==> config.mk <==
export PLATFORM = sky130hd
export DESIGN_NAME = frac_search_ctrl
export DESIGN_NICKNAME = d
export VERILOG_FILES = /design/src/rtl/frac_pkg.sv /design/src/rtl/frac_req_slot.sv /design/src/rtl/frac_search_ctrl.sv
export SDC_FILE = /design/constraint.sdc
export NUM_CORES = 1
export LEC_CHECK = 0
export ABC_AREA = 1
export BUFFER_PORTS_ARGS = -buffer_cell sky130_fd_sc_hd__buf_4
export CAP_MARGIN = 20
export CORE_AREA = 2 2 112 114
export DETAILED_ROUTE_END_ITERATION = 8
export DIE_AREA = 0 0 114 116
export GPL_TIMING_DRIVEN = 0
export PLACE_DENSITY_LB_ADDON = 0.1
export SYNTH_ARGS = -nofsm -noshare
export SYNTH_HDL_FRONTEND = slang
export SYNTH_SLANG_ARGS = --single-unit
==> constraint.sdc <==
create_clock -name clk -period 2.38 [get_ports clk]
set_clock_uncertainty 0.15 [all_clocks]
set_input_delay 0.119 -clock clk [delete_from_list [all_inputs] [get_ports clk]]
set_output_delay 0.119 -clock clk [all_outputs]
set_load 0.1 [all_outputs]
==> src/rtl/frac_pkg.sv <==
// Shared constants and state encoding for the quarter-pel search sequencer.
package frac_pkg;

   localparam int LINES_PER_BLK = 8;
   localparam int PIX_W         = 8;
   localparam int LINE_W        = 64;
   localparam int MV_W          = 3;

   // Original lines 0 and 7 are never needed by the datapath.
   localparam logic [2:0] ORG_LINE_FIRST = 3'd1;
   localparam logic [2:0] ORG_LINE_LAST  = 3'd6;
   localparam logic [2:0] LAST_LINE      = 3'(LINES_PER_BLK - 1);

   typedef enum logic [1:0] {
      ST_IDLE = 2'd0,
      ST_FEED = 2'd1,
      ST_RSLT = 2'd2,
      ST_CAPT = 2'd3
   } state_t;

endpackage

==> src/rtl/frac_req_slot.sv <==
// One-entry pending request register.
// Handshake: a word transfers on a clock edge where in_valid && in_ready.
// in_ready is high when the slot is empty or is being drained (pop) in the
// same cycle, so a launch and a refill can share one cycle.
module frac_req_slot #(
   parameter int W = 4
) (
   input  logic         clk,
   input  logic         reset_n,
   input  logic         in_valid,
   output logic         in_ready,
   input  logic [W-1:0] in_data,
   input  logic         pop,
   input  logic         clear,
   output logic         full,
   output logic [W-1:0] data
);

   assign in_ready = !full || pop;

   // Slot occupancy and payload; clear wins, then refill, then drain.
   always_ff @(posedge clk or negedge reset_n) begin
      if (!reset_n) begin
         full <= 1'b0;
         data <= '0;
      end else if (clear) begin
         full <= 1'b0;
      end else if (in_valid && in_ready) begin
         full <= 1'b1;
         data <= in_data;
      end else if (pop) begin
         full <= 1'b0;
      end
   end

endmodule

==> src/rtl/frac_search_ctrl.sv <==
// Sequencer for the 8x8 quarter-pel search datapath: reads current/original
// lines from two synchronous line buffers with the skew the datapath needs
// and captures its motion-vector result.
// Request handshake: a request transfers on a clock edge where
// req_valid && req_ready; req_ready never depends on req_valid.
// A block launches combinationally from IDLE (cycle T reads current line 0),
// so the state register reads FEED from T+1 and busy follows the register.
module frac_search_ctrl
   import frac_pkg::*;
#(
   parameter int BLK_W  = 4,
   parameter int ADDR_W = BLK_W + 3
) (
   input  logic              clk,
   input  logic              reset_n,
   input  logic              req_valid,
   output logic              req_ready,
   input  logic [BLK_W-1:0]  req_blk,
   input  logic              abort,
   output logic              cur_rd_en,
   output logic [ADDR_W-1:0] cur_addr,
   input  logic [LINE_W-1:0] cur_rdata,
   output logic              org_rd_en,
   output logic [ADDR_W-1:0] org_addr,
   input  logic [LINE_W-1:0] org_rdata,
   output logic [LINE_W-1:0] fs_cur_pix,
   output logic [47:0]       fs_org_pix,
   output logic              fs_ready,
   output logic              fs_reset,
   input  logic [MV_W-1:0]   fs_mvx,
   input  logic [MV_W-1:0]   fs_mvy,
   output logic              done,
   output logic [MV_W-1:0]   mvx,
   output logic [MV_W-1:0]   mvy,
   output logic [BLK_W-1:0]  res_blk,
   output logic              busy,
   output logic [1:0]        state_dbg
);

   state_t           state, state_nxt;
   logic [2:0]       cnt;
   logic [2:0]       org_ln;
   logic             res_ph;
   logic             abort_q;
   logic [BLK_W-1:0] blk;
   logic             slot_full, slot_ready, slot_in_valid;
   logic [BLK_W-1:0] slot_blk;
   logic             go_ok, idle, launch_pend, launch_req, start;
   logic [BLK_W-1:0] start_blk;
   logic             unused_org_edges;

   assign idle        = (state == ST_IDLE);
   assign go_ok       = reset_n && !abort;
   assign launch_pend = idle && slot_full && go_ok;
   assign launch_req  = idle && !slot_full && req_valid && go_ok;
   assign start       = launch_pend || launch_req;
   assign start_blk   = slot_full ? slot_blk : req_blk;

   assign req_ready     = slot_ready && go_ok;
   assign slot_in_valid = req_valid && go_ok && !launch_req;

   frac_req_slot #(.W(BLK_W)) u_slot (
      .clk      (clk),
      .reset_n  (reset_n),
      .in_valid (slot_in_valid),
      .in_ready (slot_ready),
      .in_data  (req_blk),
      .pop      (launch_pend),
      .clear    (abort),
      .full     (slot_full),
      .data     (slot_blk)
   );

   // State register.
   always_ff @(posedge clk or negedge reset_n) begin
      if (!reset_n) state <= ST_IDLE;
      else          state <= state_nxt;
   end

   // Next-state: abort returns to IDLE from anywhere.
   always_comb begin
      state_nxt = state;
      if (abort) begin
         state_nxt = ST_IDLE;
      end else begin
         case (state)
            ST_IDLE: if (start) state_nxt = ST_FEED;
            ST_FEED: if (cnt == LAST_LINE) state_nxt = ST_RSLT;
            ST_RSLT: if (res_ph) state_nxt = ST_CAPT;
            ST_CAPT: state_nxt = ST_IDLE;
            default: state_nxt = ST_IDLE;
         endcase
      end
   end

   // Line-buffer reads: current line k at T+k, original line k-1 at T+k.
   always_comb begin
      cur_rd_en = 1'b0;
      cur_addr  = '0;
      org_rd_en = 1'b0;
      org_addr  = '0;
      org_ln    = cnt - 3'd1;
      if (start) begin
         cur_rd_en = 1'b1;
         cur_addr  = {start_blk, 3'd0};
      end else if (state == ST_FEED) begin
         cur_rd_en = 1'b1;
         cur_addr  = {blk, cnt};
         if (org_ln >= ORG_LINE_FIRST && org_ln <= ORG_LINE_LAST) begin
            org_rd_en = 1'b1;
            org_addr  = {blk, org_ln};
         end
      end
   end

   // Line counter, block tag, datapath strobes and result capture.
   always_ff @(posedge clk or negedge reset_n) begin
      if (!reset_n) begin
         cnt      <= 3'd0;
         res_ph   <= 1'b0;
         blk      <= '0;
         fs_ready <= 1'b0;
         abort_q  <= 1'b0;
         done     <= 1'b0;
         mvx      <= '0;
         mvy      <= '0;
         res_blk  <= '0;
      end else begin
         fs_ready <= cur_rd_en;
         abort_q  <= abort;
         done     <= (state == ST_CAPT) && !abort;
         if (abort) begin
            cnt    <= 3'd0;
            res_ph <= 1'b0;
         end else begin
            if (start) begin
               blk <= start_blk;
               cnt <= 3'd1;
            end else if (state == ST_FEED) begin
               cnt <= cnt + 3'd1;   // 7 -> 0 exactly on FEED -> RSLT
            end
            if (state == ST_RSLT) res_ph <= !res_ph;
            if (state == ST_CAPT) begin
               mvx     <= fs_mvx;
               mvy     <= fs_mvy;
               res_blk <= blk;
            end
         end
      end
   end

   assign fs_reset   = !reset_n || abort_q;
   assign fs_cur_pix = cur_rdata;
   assign fs_org_pix = org_rdata[LINE_W-PIX_W-1:PIX_W];
   assign busy       = !idle;
   assign state_dbg  = state;

   assign unused_org_edges = ^{org_rdata[LINE_W-1:LINE_W-PIX_W], org_rdata[PIX_W-1:0]};

endmodule

Yosys cells after proc, flatten, opt, wreduce, memory -nomap -nowiden
Cells that the tools add are included.

Memory bits (writable): 0. Logic and storage cells: 77. Memories kept: 0. Output and inout bits: 145. Bits in latches: 0. Register bits after elaboration: 28. ROM bits: 0.

Divide/modulo/power cells: 0. Add/subtract/negate cells: 2. Shifts and indexed selects: 0. Bitwise logic cells: 1. $mul: 0. Order comparisons: 2. Equality and inequality tests: 7. Mux-type cells: 24. Reduce and logical (&&, ||, !) cells: 29.

Operators by type and width (count): 2-to-1 mux 7 bit (5); logical AND 1 bit (12); 2-to-1 mux 1 bit (10); 2-to-1 mux 3 bit (3); 2-to-1 mux 2 bit (4); one-hot mux 2 bit (4 select lines) (1); logical NOT 1 bit (6); inequality test 3 bit (second input constant) (2); AND reduction 2 bit (3); nonzero test 3 bit (2); == test 2 bit (second input constant) (2); 2-to-1 mux 4 bit (1); adder 3 x 1 -> 3 bit (second input constant) (1); == test 3 bit (second input constant) (1); >= comparator 3 x 1 -> 1 bit (second input constant) (1); less-or-equal comparator 3 bit (second input constant) (1); logical OR 1 bit (3); inequality test 3 x 2 -> 1 bit (second input constant) (1); AND reduction 3 bit (1); subtractor 3 x 1 -> 3 bit (second input constant) (1); == test 2 x 1 -> 1 bit (second input constant) (1); logical NOT 2 bit (1); nonzero test 2 bit (1); inverter 1 bit (1).

Depth between registers and ports, before layout
Gate-level depths: netlist of the first run.

Word-level depth: 9. Depth in mapped cells: 8. Gate-level depth less buffers: 8.

Cells and area by module
A second synthesis of the first run with hierarchy kept.

Cell total of the unflattened synthesis: 285. Area, all modules: 2301.0 um^2.

By module, submodules not included: frac_search_ctrl (area each 2084.5 um^2, instances 1, cells an instance 262); frac_req_slot (area each 216.5 um^2, instances 1, cells an instance 23).

Worst setup path before layout of the first run
No wires, ideal clock.

Path type: reg-to-output. From: register state[0], in the netlist state_dbg[0]. To: output port cur_addr[3]. Path buffers: 0. Stages on the path, launching flop included: 6. Required time: 2111 ps. Path slack: -1644 ps. Arrival time: 3755 ps. Cell sequence: dfrtp_1 -> inv_1 -> ha_1 -> o211ai_4 -> nand2_2 -> o21ai_0.

Longest elaborated chain between the ends: 6.

RTL lines: start: declaration (RTL line frac_search_ctrl.sv:40) `state_t state, state_nxt;`; start signal: assignment (RTL line frac_search_ctrl.sv:77) `else state <= state_nxt;`; logical NOT 2 bit (RTL line frac_search_ctrl.sv:52) `assign idle = (state == ST_IDLE);`; logical AND 1 bit (3 in series) (RTL line frac_search_ctrl.sv:55) `assign launch_req = idle && !slot_full && req_valid && go_ok;`; logical OR 1 bit (RTL line frac_search_ctrl.sv:56) `assign start = launch_pend || launch_req;`; 2-to-1 mux 7 bit * (RTL line frac_search_ctrl.sv:103) `if (start) begin`; end: declaration (RTL line frac_search_ctrl.sv:21) `output logic [ADDR_W-1:0] cur_addr,`.

Mark *: on every way between the ends. The rest lies on a longest branch, timed or not.

Final worst setup path of the first run
From: register state[1], in the netlist state_dbg[1]. To: output port org_addr[0].

Longest elaborated chain between the ends: 6.

RTL lines: logical NOT 2 bit (RTL line frac_search_ctrl.sv:52); logical AND 1 bit (3 in series) (RTL line frac_search_ctrl.sv:55); logical OR 1 bit (RTL line frac_search_ctrl.sv:56); 2-to-1 mux 7 bit * (RTL line frac_search_ctrl.sv:103); end: declaration (RTL line frac_search_ctrl.sv:24) `output logic [ADDR_W-1:0] org_addr,`.

Marks and branches as above.

==> impl_metrics.py, run 1 <==
metrics = {
    "cts": {
        "cts_tree": "yes",
        "cts_buffers": 3,
        "cts-hold-fix-buffers": 13,
        "root_buffer": "clkbuf_16",
        "clk_path_buf_depth": 2,
        "cts_resized": 0,
        "cts_setup_buffers": 0,
        "insertion_delay_ns": 0.26,
        "cts.clk_slew.worst_paths_ns": 0.07,
        "clkSinkCount": 28,
        "cts.htree.levels": 1,
    },
    "synthesis": {
        "syn_area_sq_um": 2270,
        "ys_warn_count": 0,
        "avgSynthCellArea_sq_um": 8.08,
        "synth-seq-cells": 28,
        "syn_nets": 430,
        "synth.distinct_cells": 20,
        "yosysSeqAreaShare_pct": 30.9,
        "syn_inst": 281,
    },
    "timing": {
        "slew_headroom_pct": 60.5,
        "grt_setup_unrepaired": "no",
        "period_share_pct": 93.1,
        "tightest_slew_ns": 0.590,
        "drv_slew": 0,
        "hold_viol_final": 0,
        "setup_tns_ns": 0,
        "holdWs_ns": 0.140,
        "min_period_ns": 2.22,
        "setup_viol": 0,
        "fmax_mhz": 451,
    },
    "hold_path": {
        "hold_path_end": "fs_ready$_DFF_PN0_",
        "hp-class": "input port to flop",
        "hp-start": "req_valid",
        "min_path_cells": 3,
    },
    "placed_design": {
        "hpwl_um": 5570,
        "place.gp.congestion": 0.750,
        "portBuffers": 158,
    },
    "detailed_routing": {
        "viasPerCell": 3.69,
        "first_pass_iters": 4,
        "wl_um": 6500,
        "drt_iter0_markers": 71,
        "drc": 0,
        "wl_per_cell_um": 10.8,
        "num_vias": 2230,
        "ant_nets": 0,
    },
    "floorplanning": {
        "die_x_um": 114,
        "die_y_um": 116,
        "fp.coreArea_sq_um": 11900,
        "start_util_pct": 19.1,
        "ios": 287,
        "dieArea_sq_um": 13200,
        "rows": 40,
    },
    "critical_path": {
        "crit_path_end_kind": "output port",
        "worstReg2RegEnd": "state_dbg[0]$_DFFE_PN0P_",
        "crit_chain": "inv_2, ha_1, nand2_4, buf_12, nor3_4, buf_4",
        "crit_arrival_ns": 1.95,
        "reg2reg_depth": 7,
        "cp.required_ns": 2.11,
        "critPathKind": "flop to output port",
        "slowest_stage": "dfrtp_4",
        "r2r_setup_slack_ns": 0.56,
        "cp_max_fo": 10,
        "cpPeakStageDelay_ns": 0.51,
        "r2r-start": "state_dbg[0]$_DFFE_PN0P_",
        "start_kind": "flop",
    },
    "layout": {
        "final_nets": 607,
        "syn2layout_area_growth_pct": 77.1,
        "layout-drive-gt1-share_pct": 67.2,
        "n_antenna_cell": 0,
    },
    "global_routing": {
        "grt_pass1_wl_um": 9360,
        "antenna_found_initial": 0,
        "grt_overflow": 0,
        "grt_pass1_vias": 1976,
        "grt_use_total_pct": 8.80,
        "grt_max_degree": 29,
    },
    "outcome": {
        "outcome": "finished, final reports clean",
    },
    "power_and_ir_drop": {
        "p_per_area_nw_per_um2": 1070,
        "ir_drop_mv": 0.354,
        "finalPower_w": 0.00431,
        "p_leak_nw": 2.24,
    },
    "flow_run": {
        "max_cap_violations": 0,
    },
}
-- routing by layer --
metal	vias up	GRT usage, %	wire [um]	share of wire [%]
met4	0	2.68	63	0.97
met2	149	16.6	3460	53
li1	1113	-	-	-
met5	-	0	0	0
met3	4	1.83	690	11
met1	964	9.92	2280	35
-- cells in the mapped netlist (all sizes together) --
cell type | count | area [sq um]
nand2 | 54 | 208
xnor2 | 1 | 8.76
nand3 | 3 | 15.0
or2 | 1 | 6.26
a21oi | 2 | 10.0
o211ai | 1 | 21.3
buf | 115 | 862
nor2 | 13 | 51.3
o21ai | 23 | 123
nand4 | 4 | 25.0
dfrtp | 28 | 701
ha | 7 | 87.6
nor3 | 7 | 70.1
inv | 22 | 82.6
-- worst max-delay path by stage --
stage,end,from,slack [ns]
after floorplan,org_addr[0],state_dbg[1]$_DFFE_PN0P_,0.007
after global placement,org_addr[2],cnt[2]$_DFFE_PN0P_,0.24
after detailed placement,org_addr[0],state_dbg[1]$_DFFE_PN0P_,0.44
after CTS,org_addr[0],state_dbg[1]$_DFFE_PN0P_,0.14
after global routing,org_addr[0],state_dbg[1]$_DFFE_PN0P_,0.06
final,org_addr[0],state_dbg[1]$_DFFE_PN0P_,0.16
-- report_power, final --
group / internal, W / switching (W) / leakage, nW
clock network: 0.000335 / 0.000166 / 0.0511
logic: 0.000666 / 0.00237 / 1.83
registers: 0.000660 / 0.000111 / 0.358
total: 0.00166 / 0.00265 / 2.24
-- cells in the final DEF, fill, tap and decap left out, types with 2 or more instances in the layout --
cell type and count:
dfrtp_4 2, o21ai_2 4, nor2_2 2, nor2_1 9, buf_2 2, buf_12 2, dlygate4sd3_1 12, buf_4 271
dfrtp_1 26, nand3_1 3, o21ai_0 18, inv_1 18, clkbuf_16 3, nor2_4 2, inv_2 3, nand2_1 52
nor3_4 7, nand4_1 4, ha_1 6
-- metrics by stage --
stage               instances  util (%)  setup WS (ns)  area [sq um]
floorplan                 281         -        0.00662          2400
global placement          586      31.6          0.244          3770
detailed placement        587      31.7          0.437          3780
CTS                       604      33.8          0.142          4020
global route              604      33.8         0.0571          4020
finish                    604      33.8          0.163          4020
-- flip-flops by register name, indices dropped and copies added (netlist names) --
register     count
fs_ready         1
mvx              3
cnt              3
res_blk          4
u_slot.full      1
state_dbg        2
u_slot.data      4
done             1
blk              4
abort_q          1
res_ph           1
mvy              3
-- layout make-up --
| cell class | count | area (sq um) |
|---|---|---|
| Fill cell | 1270 | 7890 |
| Inverter | 22 | 85.1 |
| Tap cell | 147 | 184 |
| Multi-Input combinational cell | 116 | 734 |
| Sequential cell | 28 | 708 |
| Buffer | 115 | 871 |
| Clock buffer | 3 | 75.1 |
| Timing Repair Buffer | 172 | 1330 |
| Clock inverter | 1 | 30.0 |
-- worst max-delay path, delay by kind of cell (launching register included) --
kind / cells / cell delay (ns)
flip-flops: 1 / 0.51
buffers and inverters: 3 / 0.58
AND/OR/NAND/NOR: 2 / 0.29
adder cells (fa/ha/maj): 1 / 0.30
-- cells by family after synthesis --
kind of cell,share of synthesized area [%]
and+or+nand+nor,16.5
buffers and inverters,41.6
xor gates and xnor gates,0.386
adders and majority gates,3.86
AOI/OAI and AO/OA,6.78
DFF,30.9
Power figures use the tool's default switching activity.
==> run 2, diff against run 1 <==
CORE_AREA = 2 2 111 113   (was 2 2 112 114)
DIE_AREA = 0 0 113 115   (was 0 0 114 116)
clock period = 1.8 ns   (was 2.38 ns; I/O delays follow)
==> run 2 against run 1 <==
Net effect:
- the run now ends with design-rule violations, negative setup slack left
- sequential power rose by 31%
- hold slack worse by 0.11 ns
- non-clock buffer count is 7 higher
- critical path type unchanged
- worst setup slack got worse by 0.29 ns
- combinational power up 43%
- final cell count increased by 1.2%
- sequential share of layout area down 1.3 points
- die area fell by 1.7%
- total power rose by 40%
- flip-flop and latch count stayed put
- wire length shrank 2.8%
==> impl_metrics.py, run 2 (synthesis results as in run 1) <==
metrics = {
    "outcome": {
        "outcome": "complete, but fails checks",
        "violations": "design-rule violations, negative setup slack",
    },
    "detailed_routing": {
        "wl_um": 6310,
        "drc": 15,
        "drt_iter0_markers": 84,
        "num_vias": 2236,
        "viasPerCell": 3.66,
        "first_pass_iters": 6,
        "wl_per_cell_um": 10.3,
        "ant_nets": 0,
    },
    "critical_path": {
        "critPathKind": "flop to output port",
        "r2r_setup_slack_ns": 0.12,
        "cp.required_ns": 1.56,
        "cp_common_cell": "buf_12",
        "cpPeakStageDelay_ns": 0.43,
        "cp_max_fo": 10,
        "crit_buf_inv": 3,
        "crit_chain": "inv_4, ha_4, o211ai_4, nand2_4, buf_12, nor3_4, buf_12",
        "worstReg2RegEnd": "res_blk[2]$_DFFE_PN0P_",
        "start_kind": "flop",
        "crit_family": "flip-flops",
        "r2r-start": "state_dbg[0]$_DFFE_PN0P_",
        "crit_arrival_ns": 1.69,
        "reg2reg_depth": 6,
        "slowest_stage": "dfrtp_4",
        "crit_path_end_kind": "output port",
    },
    "floorplanning": {
        "ios": 287,
        "die_y_um": 115,
        "rows": 40,
        "fp.coreArea_sq_um": 11800,
        "dieArea_sq_um": 13000,
        "start_util_pct": 19.2,
        "die_x_um": 113,
    },
    "placed_design": {
        "hpwl_um": 5300,
        "portBuffers": 158,
        "pre_cts_ws_ns": -0.138,
        "place.gp.congestion": 0.722,
    },
    "layout": {
        "final_common_cell": "buf_4",
        "syn2layout_area_growth_pct": 91.3,
        "largestRegisters": "blk (4), res_blk (4), u_slot.data (4)",
        "layout_common_cells": "buf_4 (260), nand2_1 (49), dfrtp_1 (26)",
        "final_nets": 614,
        "layout-drive-gt1-share_pct": 69.0,
        "n_antenna_cell": 0,
    },
    "timing": {
        "holdWs_ns": 0.0325,
        "tightest_slew_ns": 0.374,
        "fmax_mhz": 518,
        "setup_viol": 15,
        "grt_setup_unrepaired": "yes",
        "period_share_pct": 107,
        "fin_ws_ns": -0.129,
        "drv_slew": 0,
        "hold_viol_final": 0,
        "min_period_ns": 1.93,
        "slew_headroom_pct": 75.0,
    },
    "hold_path": {
        "hp-class": "input port to flop",
        "hp-start": "abort",
        "min_path_cells": 4,
        "hold_path_end": "cnt[0]$_DFFE_PN0P_",
    },
    "cts": {
        "root_buffer": "clkbuf_16",
        "cts.htree.levels": 1,
        "cts_tree": "yes",
        "insertion_delay_ns": 0.26,
        "cts_buffers": 3,
        "clk_path_buf_depth": 2,
        "cts.clk_slew.worst_paths_ns": 0.07,
        "clkSinkCount": 28,
    },
    "power_and_ir_drop": {
        "p_leak_nw": 2.32,
        "p_per_area_nw_per_um2": 1390,
        "ir_drop_mv": 0.436,
    },
    "flow_run": {
        "max_cap_violations": 0,
    },
    "global_routing": {
        "grt_pass1_wl_um": 9240,
        "grt_max_degree": 29,
        "grt_pass1_vias": 2032,
        "grt_use_total_pct": 8.66,
        "grt_overflow": 0,
        "antenna_found_initial": 0,
    },
}
## run 2: timing repair
action / 4_1_cts / 5_1_grt
setup endpoints to repair: 19 / 29
hold endpoints to repair: 40 / 0
hold buffers: 14 / 0
pin swaps: 2 / 0
gates resized for setup: 55 / 4
buffers inserted: 6 / 0
## run 2: cell type report
type / count / area, sq um
fillers: 1221 / 7470
repair buffers: 179 / 1590
plain buffers: 115 / 873
multi-input cells: 116 / 788
flip-flops and latches: 28 / 708
well taps: 147 / 184
inverters: 22 / 93.8
clock buffers: 3 / 75.1
clock inverters: 1 / 30.0
## run 2: report_power, final
part	switching, W	total (W)	internal [W]
clock	0.000222	0.000665	0.000443
combinational	0.00324	0.00436	0.00112
sequential	0.000137	0.00101	0.000872
## run 2: how the worst max path moves through the flow
stage	startpoint	endpoint	slack, ns	cells after the start
3_5_place_dp	state_dbg[1]$_DFFE_PN0P_	org_addr[0]	-0.14	6
5_1_grt	state_dbg[1]$_DFFE_PN0P_	org_addr[1]	-0.22	7
6_report	state_dbg[1]$_DFFE_PN0P_	org_addr[3]	-0.13	7
4_1_cts	state_dbg[1]$_DFFE_PN0P_	org_addr[1]	-0.15	7
2_1_floorplan	state_dbg[1]$_DFFE_PN0P_	org_addr[0]	-0.52	6
3_3_place_gp	cnt[2]$_DFFE_PN0P_	org_addr[2]	-0.31	3
## run 2: layer usage
layer | vias up | wire length (um) | global-route usage (%)
met3 | 2 | 762 | 1.79
met2 | 151 | 3270 | 15.6
met1 | 953 | 2230 | 10.3
met5 | - | 0 | 0
met4 | 0 | 55 | 2.68
li1 | 1130 | - | -
## run 2: per-stage QoR
stage / instance area [sq um] / total power, W / util [%] / TNS [ns] / instances
6_report: 4340 / 0.00603 / 36.8 / -1.37 / 611
5_1_grt: 4340 / 0.00632 / 36.8 / -2.47 / 611
4_1_cts: 4330 / 0.00609 / 36.7 / -1.63 / 611
3_5_place_dp: 3790 / 0.00507 / 32.1 / -0.741 / 587
3_3_place_gp: 3780 / 0.00505 / 32.0 / -2.63 / 586
2_1_floorplan: 2410 / 0.00431 / - / -9.83 / 281
## run 2: worst min-delay path, delay by kind of cell
kind          cells  cell delay, ns
buf+inv           2            0.20
simple gates      2            0.12
==> run 3, diff against run 2 <==
CAP_MARGIN = default   (was 20)
PLACE_DENSITY_LB_ADDON = 0.2   (was 0.1)
TNS_END_PERCENT = 5   (was default)
==> run 3 against run 2 <==
Net effect:
- the run still ends with design-rule violations, negative setup slack left
- final area shrank 0.23%
- critical path type unchanged
- fmax grew 0.53%
- critical path depth is the same
- largest cell class unchanged
- clock-buffer cell count is the same
- wire length shrank 1.9%
- sequential power is essentially flat
- flip-flop and latch count is the same
- total power is essentially flat
- first-iteration DRC count shrank 23%
- clock power grew 1%
- global-route usage shrank 0.42 points
- via count shrank 0.58%
- largest power group unchanged
==> impl_metrics.py, run 3 (synthesis results as in run 1) <==
metrics = {
    "critical_path": {
        "crit_path_start": "state_dbg[1]$_DFFE_PN0P_",
        "r2r_setup_slack_ns": 0.13,
        "crit_cells": 7,
        "crit_family": "flip-flops",
        "cp-endpoint": "org_addr[0]",
        "r2r-start": "state_dbg[0]$_DFFE_PN0P_",
        "cp.required_ns": 1.56,
        "critPathKind": "flop to output port",
        "crit_chain": "inv_4, ha_4, o211ai_4, nand2_4, buf_12, nor3_4, buf_12",
        "crit_path_end_kind": "output port",
        "slowest_stage": "dfrtp_4",
        "crit_buf_inv": 3,
        "start_kind": "flop",
        "worstReg2RegEnd": "state_dbg[0]$_DFFE_PN0P_",
        "cp_common_cell": "buf_12",
        "cp_max_fo": 10,
        "reg2reg_depth": 8,
        "crit_arrival_ns": 1.68,
        "cpPeakStageDelay_ns": 0.43,
    },
    "timing": {
        "period_share_pct": 107,
        "drv_slew": 0,
        "min_period_ns": 1.92,
        "fmax_mhz": 521,
        "slew_headroom_pct": 67.3,
        "holdWs_ns": 0.0292,
        "grt_setup_unrepaired": "yes",
        "setup_viol": 14,
        "hold_viol_final": 0,
        "tightest_slew_ns": 0.489,
        "fin_ws_ns": -0.119,
    },
    "layout": {
        "layout-drive-gt1-share_pct": 68.8,
        "largestRegisters": "blk (4), res_blk (4), u_slot.data (4)",
        "final_nets": 612,
        "final_common_cell": "buf_4",
        "layout_common_cells": "buf_4 (257), nand2_1 (48), dfrtp_1 (26)",
        "design_area_sq_um": 4330,
        "multiInputGateArea_sq_um": 796,
        "register_area_sq_um": 708,
        "syn2layout_area_growth_pct": 90.9,
        "n_antenna_cell": 0,
        "fillers": 1226,
    },
    "power_and_ir_drop": {
        "switchingPower_w": 0.00361,
        "p_leak_nw": 2.32,
        "p_clk_share_pct": 11.2,
        "p_per_area_nw_per_um2": 1390,
        "combPwrFrac_pct": 72.1,
        "ir_drop_mv": 0.474,
        "p_sw_share_pct": 59.7,
        "p_seq_share_pct": 16.7,
        "p_int_w": 0.00243,
    },
    "detailed_routing": {
        "viasPerCell": 3.65,
        "wl_um": 6190,
        "wl_per_cell_um": 10.2,
        "drt_iter0_markers": 65,
        "num_vias": 2223,
        "first_pass_iters": 8,
        "ant_nets": 0,
        "drc": 14,
    },
    "floorplanning": {
        "fp.coreArea_sq_um": 11800,
        "dieArea_sq_um": 13000,
        "die_y_um": 115,
        "ios": 287,
        "rows": 40,
        "die_x_um": 113,
        "start_util_pct": 19.2,
    },
    "global_routing": {
        "antenna_found_initial": 0,
        "grt_overflow": 0,
        "grt_use_total_pct": 8.25,
        "grt_pass1_vias": 1920,
        "grt_max_degree": 29,
        "grt_pass1_wl_um": 8750,
    },
    "cts": {
        "clkSinkCount": 28,
        "cts.htree.levels": 1,
        "root_buffer": "clkbuf_16",
        "cts_buffers": 3,
        "clk_path_buf_depth": 2,
        "insertion_delay_ns": 0.27,
        "cts.clk_slew.worst_paths_ns": 0.07,
        "cts_tree": "yes",
    },
    "outcome": {
        "violations": "design-rule violations, negative setup slack",
        "outcome": "complete, but fails checks",
    },
    "placed_design": {
        "hpwl_um": 5110,
        "place.gp.congestion": 0.660,
        "placed_area_sq_um": 3770,
        "portBuffers": 158,
    },
    "flow_run": {
        "max_cap_violations": 0,
    },
    "hold_path": {
        "hp-class": "input port to flop",
    },
}
[run 3: tightest hold or removal path, delay by kind of cell]
kind | cells | cell delay (ns)
buffers and inverters | 2 | 0.20
AND/OR/NAND/NOR | 2 | 0.12
[run 3: repair_timing]
item | 4_1_cts | 5_1_grt
buffers inserted | 5 | 0
endpoints found under the setup margin | 19 | 19
hold endpoints to repair | 40 | 0
pin swaps | 2 | 0
hold buffers | 14 | 0
resized for setup | 55 | 8
[run 3: stage by stage]
step / utilization, % / setup slack (ns) / power (W) / setup TNS [ns] / std cells
after floorplan: - / -0.523 / 0.00431 / -10.30 / 281
after global placement: 31.9 / -0.286 / 0.00504 / -2.24 / 586
after detailed placement: 31.9 / -0.291 / 0.00506 / -2.24 / 586
after CTS: 36.5 / -0.136 / 0.00608 / -1.57 / 609
after global routing: 36.7 / -0.191 / 0.00629 / -2.15 / 609
final: 36.7 / -0.119 / 0.00603 / -1.25 / 609
[run 3: worst min-delay path by stage]
stage,start,end,cells after the start
after floorplan,reset_n,abort_q$_DFF_PN0_,0
after detailed placement,reset_n,state_dbg[1]$_DFFE_PN0P_,1
after CTS,abort,cnt[0]$_DFFE_PN0P_,4
after global routing,abort,cnt[0]$_DFFE_PN0P_,4
final,abort,cnt[0]$_DFFE_PN0P_,4
after global placement,reset_n,state_dbg[1]$_DFFE_PN0P_,1
[run 3: per-layer routing]
metal / part of all wire (%) / GRT usage, % / vias to the layer above
met5: 0 / 0 / -
met3: 12 / 1.58 / 2
li1: - / - / 1123
met4: 0.89 / 2.68 / 0
met2: 54 / 16.0 / 140
met1: 33 / 9.01 / 958
[run 3: power groups by stage]
stage          registers (W)  clock network, W  logic (W)
3_3_place_gp         0.00103                 0    0.00401
5_1_grt              0.00104          0.000709    0.00454
2_1_floorplan        0.00190                 0    0.00241
4_1_cts              0.00101          0.000687    0.00438
3_5_place_dp         0.00104                 0    0.00403
6_report             0.00101          0.000674    0.00435
[run 3: layout make-up]
type | instances | share of cell area (%)
sequential | 28 | 16.3
timing repair buffer | 177 | 36.5
clock inverter | 1 | 0.693
clock buffer | 3 | 1.73
multi-input combinational | 116 | 18.4
tap | 147 | 4.24
buffer | 115 | 20.1
inverter | 22 | 2.08
